--- src/rtl/mem_responder_if.sv ---
// Memory bus between the datapath (MAR/MDR side) and the memory responder.
// Four-phase MRD/MWR request, MACK acknowledge, MERR error pulse.
interface mem_responder_if;
  logic [15:0] MAR_in;
  logic [15:0] M_bus_wr;
  logic        MRD;
  logic        MWR;
  logic [15:0] M_bus_rd;
  logic        MACK;
  logic        MERR;
  logic        BUSY;

  modport master (
    output MAR_in, M_bus_wr, MRD, MWR,
    input  M_bus_rd, MACK, MERR, BUSY
  );

  modport slave (
    input  MAR_in, M_bus_wr, MRD, MWR,
    output M_bus_rd, MACK, MERR, BUSY
  );
endinterface

--- src/rtl/mem_responder.sv ---
// Word-addressed RAM responder with wait states and a preload port.
// Request is latched in IDLE; RAM is touched only in the one-cycle ACCESS.
module mem_responder #(
  parameter int ADDR_BITS   = 8,
  parameter int WAIT_CYCLES = 2
) (
  input  logic                 CLK,
  input  logic                 CLR,
  mem_responder_if.slave       m,
  input  logic                 LD_EN,
  input  logic [ADDR_BITS-1:0] LD_ADDR,
  input  logic [15:0]          LD_DATA
);

  localparam int CW = (WAIT_CYCLES > 1) ? $clog2(WAIT_CYCLES) : 1;
  localparam logic [CW-1:0] CNT_INIT =
    (WAIT_CYCLES > 0) ? CW'(WAIT_CYCLES - 1) : '0;

  typedef enum logic [1:0] {
    S_IDLE,
    S_WAIT,
    S_ACC,
    S_DONE
  } state_t;

  state_t               r_state;
  state_t               w_state_n;
  logic [CW-1:0]        r_cnt;
  logic [CW-1:0]        w_cnt_n;
  logic [ADDR_BITS-1:0] r_addr;
  logic [15:0]          r_data;
  logic                 r_is_rd;
  logic                 r_mack;
  logic                 r_merr;
  logic [15:0]          r_rdata;
  logic [15:0]          r_mem [2**ADDR_BITS];

  logic                 w_take;
  logic                 w_mack_n;
  logic                 w_merr_n;
  logic                 w_we;
  logic                 w_rd;
  logic [ADDR_BITS-1:0] w_waddr;
  logic [15:0]          w_wdata;
  logic                 w_one;
  logic                 w_both;

  assign w_one  = m.MRD ^ m.MWR;
  assign w_both = m.MRD & m.MWR;

  always_comb begin
    w_state_n = r_state;
    w_cnt_n   = r_cnt;
    w_take    = 1'b0;
    w_mack_n  = r_mack;
    w_merr_n  = 1'b0;
    w_we      = 1'b0;
    w_rd      = 1'b0;
    w_waddr   = r_addr;
    w_wdata   = r_data;
    unique case (r_state)
      S_IDLE: begin
        w_mack_n = 1'b0;
        // preload wins; a pending request simply retries next cycle
        if (LD_EN) begin
          w_we    = 1'b1;
          w_waddr = LD_ADDR;
          w_wdata = LD_DATA;
        end else if (w_both) begin
          w_merr_n = 1'b1;
        end else if (w_one) begin
          w_take = 1'b1;
          if (WAIT_CYCLES > 0) begin
            w_state_n = S_WAIT;
            w_cnt_n   = CNT_INIT;
          end else begin
            w_state_n = S_ACC;
          end
        end
      end
      S_WAIT: begin
        if (r_cnt == '0) w_state_n = S_ACC;
        else             w_cnt_n   = r_cnt - 1'b1;
      end
      S_ACC: begin
        w_mack_n  = 1'b1;
        w_state_n = S_DONE;
        if (r_is_rd) w_rd = 1'b1;
        else         w_we = 1'b1;
      end
      S_DONE: begin
        if (!m.MRD && !m.MWR) begin
          w_mack_n  = 1'b0;
          w_state_n = S_IDLE;
        end
      end
      default: w_state_n = S_IDLE;
    endcase
  end

  always_ff @(posedge CLK) begin
    if (CLR) begin
      r_state <= S_IDLE;
      r_cnt   <= '0;
      r_mack  <= 1'b0;
      r_merr  <= 1'b0;
      r_rdata <= '0;
    end else begin
      r_state <= w_state_n;
      r_cnt   <= w_cnt_n;
      r_mack  <= w_mack_n;
      r_merr  <= w_merr_n;
      if (w_rd) r_rdata <= r_mem[r_addr];
    end
  end

  always_ff @(posedge CLK) begin
    if (w_take && !CLR) begin
      r_addr  <= m.MAR_in[ADDR_BITS-1:0];
      r_data  <= m.M_bus_wr;
      r_is_rd <= m.MRD;
    end
  end

  // contents survive reset; reset only suppresses the write
  always_ff @(posedge CLK) begin
    if (w_we && !CLR) r_mem[w_waddr] <= w_wdata;
  end

  assign m.M_bus_rd = r_rdata;
  assign m.MACK     = r_mack;
  assign m.MERR     = r_merr;
  assign m.BUSY     = (r_state != S_IDLE);

endmodule

--- src/flat_wrapper.sv ---
// flat-port wrapper written by rule: the top's interface ports become plain ports
module mem_responder_flat 
#(
  parameter int ADDR_BITS   = 8,
  parameter int WAIT_CYCLES = 2
)
  (CLK, CLR, LD_EN, LD_ADDR, LD_DATA, m_MAR_in, m_M_bus_wr, m_MRD, m_MWR, m_M_bus_rd, m_MACK, m_MERR, m_BUSY);
  mem_responder_if m_i ();
  input  logic CLK;
  input  logic CLR;
  input  logic LD_EN;
  input  logic [ADDR_BITS-1:0] LD_ADDR;
  input  logic [15:0] LD_DATA;
  input wire logic [$bits(m_i.MAR_in)-1:0] m_MAR_in;
  input wire logic [$bits(m_i.M_bus_wr)-1:0] m_M_bus_wr;
  input wire logic [$bits(m_i.MRD)-1:0] m_MRD;
  input wire logic [$bits(m_i.MWR)-1:0] m_MWR;
  output wire logic [$bits(m_i.M_bus_rd)-1:0] m_M_bus_rd;
  output wire logic [$bits(m_i.MACK)-1:0] m_MACK;
  output wire logic [$bits(m_i.MERR)-1:0] m_MERR;
  output wire logic [$bits(m_i.BUSY)-1:0] m_BUSY;
  assign m_i.MAR_in = m_MAR_in;
  assign m_i.M_bus_wr = m_M_bus_wr;
  assign m_i.MRD = m_MRD;
  assign m_i.MWR = m_MWR;
  assign m_M_bus_rd = m_i.M_bus_rd;
  assign m_MACK = m_i.MACK;
  assign m_MERR = m_i.MERR;
  assign m_BUSY = m_i.BUSY;
  mem_responder #(.ADDR_BITS(ADDR_BITS), .WAIT_CYCLES(WAIT_CYCLES)) u_core (.CLK(CLK), .CLR(CLR), .m(m_i), .LD_EN(LD_EN), .LD_ADDR(LD_ADDR), .LD_DATA(LD_DATA));
endmodule
--- config.mk ---
export PLATFORM = sky130hd
export DESIGN_NAME = mem_responder_flat
export DESIGN_NICKNAME = d
export VERILOG_FILES = /design/src/rtl/mem_responder_if.sv /design/src/rtl/mem_responder.sv /design/src/flat_wrapper.sv
export SDC_FILE = /design/constraint.sdc
export NUM_CORES = 2
export LEC_CHECK = 0
export CAP_MARGIN = 20
export CELL_PAD_IN_SITES_DETAIL_PLACEMENT = 1
export CELL_PAD_IN_SITES_GLOBAL_PLACEMENT = 1
export CORE_UTILIZATION = 50
export CTS_BUF_LIST = sky130_fd_sc_hd__clkbuf_4 sky130_fd_sc_hd__clkbuf_8
export CTS_CLUSTER_SIZE = 16
export DETAILED_ROUTE_END_ITERATION = 8
export GPL_TIMING_DRIVEN = 0
export PLACE_DENSITY_LB_ADDON = 0.1
export SLEW_MARGIN = 0
export SYNTH_ARGS = -nofsm -noshare
export SYNTH_HDL_FRONTEND = slang
export SYNTH_SLANG_ARGS = --single-unit
--- constraint.sdc ---
create_clock -name CLK -period 9.4 [get_ports CLK]
set_input_delay 0.94 -clock CLK [delete_from_list [all_inputs] [get_ports CLK]]
set_output_delay 0.94 -clock CLK [all_outputs]
set_load 0.1 [all_outputs]
==> impl_summary.txt <==
----------------------------------------------------
[STA]
  Achievable frequency ... 161.7 MHz
  Transition at the pin with the smallest max-transition slack ... 1.442 ns
  Worst slew slack as a fraction of its limit ... 3.876%
  Total count of max-transition violations in the final report ... 0
  Summed negative setup slack over all endpoints ... 0 ns
  Setup slack after layout ... between 3 and 4 ns
  Period minus WS final ... a little over 6 ns
  Final cycle utilization of the critical path ... around two thirds
  Final setup violation count ... 0
  Unrepaired setup endpoints after global routing ... no
  Number of failing hold endpoints at the final stage ... 0
  Clock skew after layout ... approximately 0.096 ns

[Worst setup path]
  Kind of capture point of the worst setup path ... flop
  Reg-to-reg startpoint ... u_core.r_addr[4]
  Crit Path Class ... flop to flop
  Top delay family on crit path ... buffers and inverters
  Crit-path max FO ... 16
  Slowest cell on the critical path ... sky130_fd_sc_hd__nor2_4
  Critical path startpoint category ... flop
  Max incr delay on CP ... between 0.9 and 1 ns
  Required time reported for the critical path endpoint ... 10.27 ns
  Endpoint of the worst-slack reg-to-reg timing path ... u_core.r_mem[191][10]
  Crit path buf inv count ... 5
  Path depth of the worst reg2reg path ... 9
  Minimum setup slack among reg-to-reg paths ... approximately 3.2 ns
  Arrival @ worst endpoint ... approximately 7 ns
  Series of cell instances along the critical path ... buf_4 -> buf_4 -> buf_2 -> clkbuf_1 -> nand3_1 -> nand2_1 -> nand2_1 -> clkbuf_1 -> nor2_4

[Detailed routing]
  Post-DR vias/cell ... around 7
  Number of design-rule violations left by the first detailed-router iteration ... between 15k and 20k
  Overall routed net length ... between 600 and 700 mm
  Total via count after detailed routing ... around 95k
  Number of search-and-repair iterations in the first detailed-routing pass ... 9
  Number of routed nets with antenna violations ... 0
  Remaining routing DRC violations ... 0
  Routed wire per std cell ... between 40 and 50 microns

[Logic synthesis]
  Dominant synthesized flop cell ... sky130_fd_sc_hd__edfxtp_1
  Gate Count Post-Synth ... 7618
  Post-Synthesis Mean Instance Area ... between 20 and 25 sq um
  Number of flip-flops and latches in the synthesized netlist ... just over 4k
  Number of enable-type register cells in the synthesized netlist ... ~4.1k
  Synthesized netlist net count ... around 7.7k
  Post-synth design cell area ... 160500 sq um
  Synthesis Warnings ... 0
  Proportion of synthesized flip-flops having asynchronous set or reset ... 0%
  Fraction of the yosys area taken by sequential cells ... between 70% and 80%
  Netlist cell types ... 71

[Floorplan]
  Core region area ... 318800 sq um
  Area of the die ... 323400 sq um
  Top Ports ... 80
  Initial core utilization ... a little over 50%
  Row Count ... 207
  Horizontal extent of the die ... approximately 570 microns
  Die height ... ~570 microns

[Hold path]
  Hold depth ... 1
  Class of the tightest hold or removal check ... input pin to flop
  Origin of the worst min-delay path ... m_M_bus_wr[11]
  End point of the worst hold path ... u_core.r_data[11]

[Power and ir drop]
  PD cells ... ~230 nW/um^2
  Leak Pwr ... between 60 and 70 nW
  Worst vdd ir ... around 0.18 mV

[Cells and area]
  Synthesis-to-finish area growth ... 17.07%
  Layout filler cell count ... about 27k
  Final #Nets ... 8826
  Proportion of layout cells with a drive suffix above 1 ... 30.76%

[Global route]
  Overall global routing resource usage ... about two fifths
  Vias in the first global route ... 92.22k
  Initial antenna violation count ... between 70 and 80
  Largest net degree at the start of global routing ... 97
  Global-route wire length before repair ... 857.1 mm
  GR Overflow Total ... 0

[Status]
  Outcome ... complete, no violations

[Placed design]
  DP Wirelength ... approximately 470 mm
  Final weighted congestion in routability-driven placement ... between 1 and 1.5
  Worst slack at placement ... 3.030 ns
  I/O Buffers ... around 70

[Flow run]
  Number of maximum-capacitance violations ... 0

[Clock network]
  Buffers inserted during post-CTS setup optimization ... 0
  CTS tree ... built
  Total clock sinks ... 4142
  CTS H-tree lvls ... 6
  TritonCTS buffer count ... 670
  Post-cts gate resize count ... 0
  Clock-pin slew of the registers on the worst-case setup and hold paths ... 0.06 ns
  Worst skew pair latency ... around 1.3 ns
  Post-CTS Hold Buffers ... 0
  Maximum clock path buffer count ... 4
  Clk root buf ... sky130_fd_sc_hd__clkbuf_8

----------------------------------------------------
synth_stat cells, types with 6 or more instances:
library cell	n	area (sq um)
sky130_fd_sc_hd__o22ai_1	201	1257
sky130_fd_sc_hd__o221ai_1	97	849.6
sky130_fd_sc_hd__nor3_1	40	200.2
sky130_fd_sc_hd__mux2_2	73	822.0
sky130_fd_sc_hd__o31ai_1	11	82.58
sky130_fd_sc_hd__nor2b_1	7	43.79
sky130_fd_sc_hd__and3_1	21	131.4
sky130_fd_sc_hd__a21oi_1	84	420.4
sky130_fd_sc_hd__nand4_1	18	112.6
sky130_fd_sc_hd__a221oi_1	62	543.0
sky130_fd_sc_hd__dfxtp_1	21	420.4
sky130_fd_sc_hd__o311ai_0	7	61.31
sky130_fd_sc_hd__nor4_1	36	225.2
sky130_fd_sc_hd__o21ai_0	64	320.3
sky130_fd_sc_hd__ha_1	6	75.07
sky130_fd_sc_hd__buf_8	34	510.5
sky130_fd_sc_hd__mux4_1	26	683.2
sky130_fd_sc_hd__buf_12	14	280.3
sky130_fd_sc_hd__buf_2	113	565.5
sky130_fd_sc_hd__nand2_1	166	623.1
sky130_fd_sc_hd__a22o_1	42	367.9
sky130_fd_sc_hd__nor2_1	324	1216
sky130_fd_sc_hd__nand3b_1	13	97.59
sky130_fd_sc_hd__clkbuf_1	139	521.8
sky130_fd_sc_hd__a31oi_1	12	75.07
sky130_fd_sc_hd__mux4_2	703	15830
sky130_fd_sc_hd__or3_1	17	106.4
sky130_fd_sc_hd__a22oi_1	102	765.7
sky130_fd_sc_hd__buf_4	63	473.0
sky130_fd_sc_hd__o21ai_1	14	70.07
sky130_fd_sc_hd__and2_1	28	175.2
sky130_fd_sc_hd__edfxtp_1	4121	123700
sky130_fd_sc_hd__a211oi_1	62	465.5
sky130_fd_sc_hd__buf_1	21	78.83
sky130_fd_sc_hd__nor3b_1	6	45.04
sky130_fd_sc_hd__clkbuf_8	8	110.1
sky130_fd_sc_hd__a2111oi_0	36	315.3
sky130_fd_sc_hd__mux2i_1	631	6316
sky130_fd_sc_hd__buf_6	62	698.2
sky130_fd_sc_hd__nand3_1	35	175.2
sky130_fd_sc_hd__nand2b_1	6	37.54
sky130_fd_sc_hd__a311oi_1	6	52.55
logic make-up (layout without fill, tap and decap cells):
| kind of cell | after synthesis | count (layout) | synth area share [%] |
|---|---|---|---|
| simple gates | 732 | 732 | 2.064 |
| other cells | 0 | 45 | 0 |
| mux | 1433 | 1433 | 14.73 |
| compound gates | 840 | 840 | 3.758 |
| fa+ha+maj | 6 | 6 | 0.04676 |
| flops | 4142 | 4142 | 77.34 |
| buf+inv | 465 | 2144 | 2.054 |
stage by stage:
step           cells  utilization, %  power [W]  hold WS, ns  cell area [sq um]
2_1_floorplan   7618               -    0.02569       0.4562             160500
3_3_place_gp   11970           52.26    0.02919       0.4957             166600
3_5_place_dp   12360           54.81    0.02854       0.5157             174800
4_1_cts        13570           58.88    0.04376       0.1514             187700
5_1_grt        13590           58.92    0.04466       0.2117             187800
6_report       13630           58.95    0.04408       0.2205             187900
how the worst max path moves through the flow:
stage	start	end	slack, ns	cells past startpoint
global route	u_core.r_addr[4]	u_core.r_mem[189][14]	3.49	9
CTS	u_core.r_addr[4]	u_core.r_mem[191][10]	3.66	9
floorplan	LD_EN	u_core.r_mem[0][10]	3.43	6
finish	u_core.r_addr[4]	u_core.r_mem[191][10]	3.22	9
detailed placement	LD_EN	u_core.r_mem[191][13]	3.03	9
global placement	LD_EN	u_core.r_mem[166][7]	-3.25	7
power breakdown:
group / internal (W) / total (W) / leakage (nW) / switching [W]
logic: 0.00134 / 0.00616 / 16.6 / 0.00482
clock network: 0.00799 / 0.0156 / 6.82 / 0.00765
registers: 0.0222 / 0.0223 / 37.3 / 0.0000446
total: 0.0316 / 0.0441 / 60.8 / 0.0125
layer usage:
metal	vias up	global-route usage [%]	part of all wire [%]
li1	34550	-	-
met1	50450	50.04	34
met2	8075	58.52	43
met3	1945	16.39	14
met4	42	30.36	8.9
met5	-	0	0.051
flip-flops by register name, indices dropped and copies added (netlist names):
signal / cells
u_core.m.MACK: 1
u_core.m.MERR: 1
u_core.m.M_bus_rd: 16
u_core.r_addr: 8
u_core.r_cnt: 1
u_core.r_data: 16
u_core.r_is_rd: 1
u_core.r_mem: 4096
u_core.r_state: 2
layout make-up:
class | instances | area [sq um] | area share, %
diodes | 45 | 112.6 | 0.05992
plain buffers | 457 | 3308 | 1.760
clock buffers | 900 | 11010 | 5.858
clock inverters | 310 | 1949 | 1.037
inverters | 8 | 30.03 | 0.01598
multi-input cells | 3011 | 34350 | 18.28
flip-flops and latches | 4142 | 124200 | 66.07
well taps | 4284 | 5360 | 2.852
repair buffers | 469 | 7651 | 4.071
placed cells by master, fill, tap and decap left out, drive strengths merged, types with 7 or more instances in the layout:
cell type,synthesis,layout
edfxtp,4121,4121
clkbuf,148,1053
mux4,729,729
buf,307,699
mux2i,631,631
nor2,324,324
clkinv,0,256
o22ai,201,201
nand2,166,166
a22oi,102,102
o221ai,97,97
a21oi,84,84
o21ai,78,78
mux2,73,73
clkdlybuf4s50,0,71
a211oi,62,62
a221oi,62,62
diode,0,45
a22o,43,43
nor3,40,40
a2111oi,39,39
nor4,36,36
nand3,35,35
inv,8,35
and2,31,31
and3,21,21
dfxtp,21,21
nand4,18,18
or3,17,17
clkinvlp,0,15
nand3b,13,13
o31ai,13,13
a31oi,12,12
bufinv,0,12
o311ai,7,7
nor2b,7,7
or3b,7,7
Power figures use the tool's default switching activity.
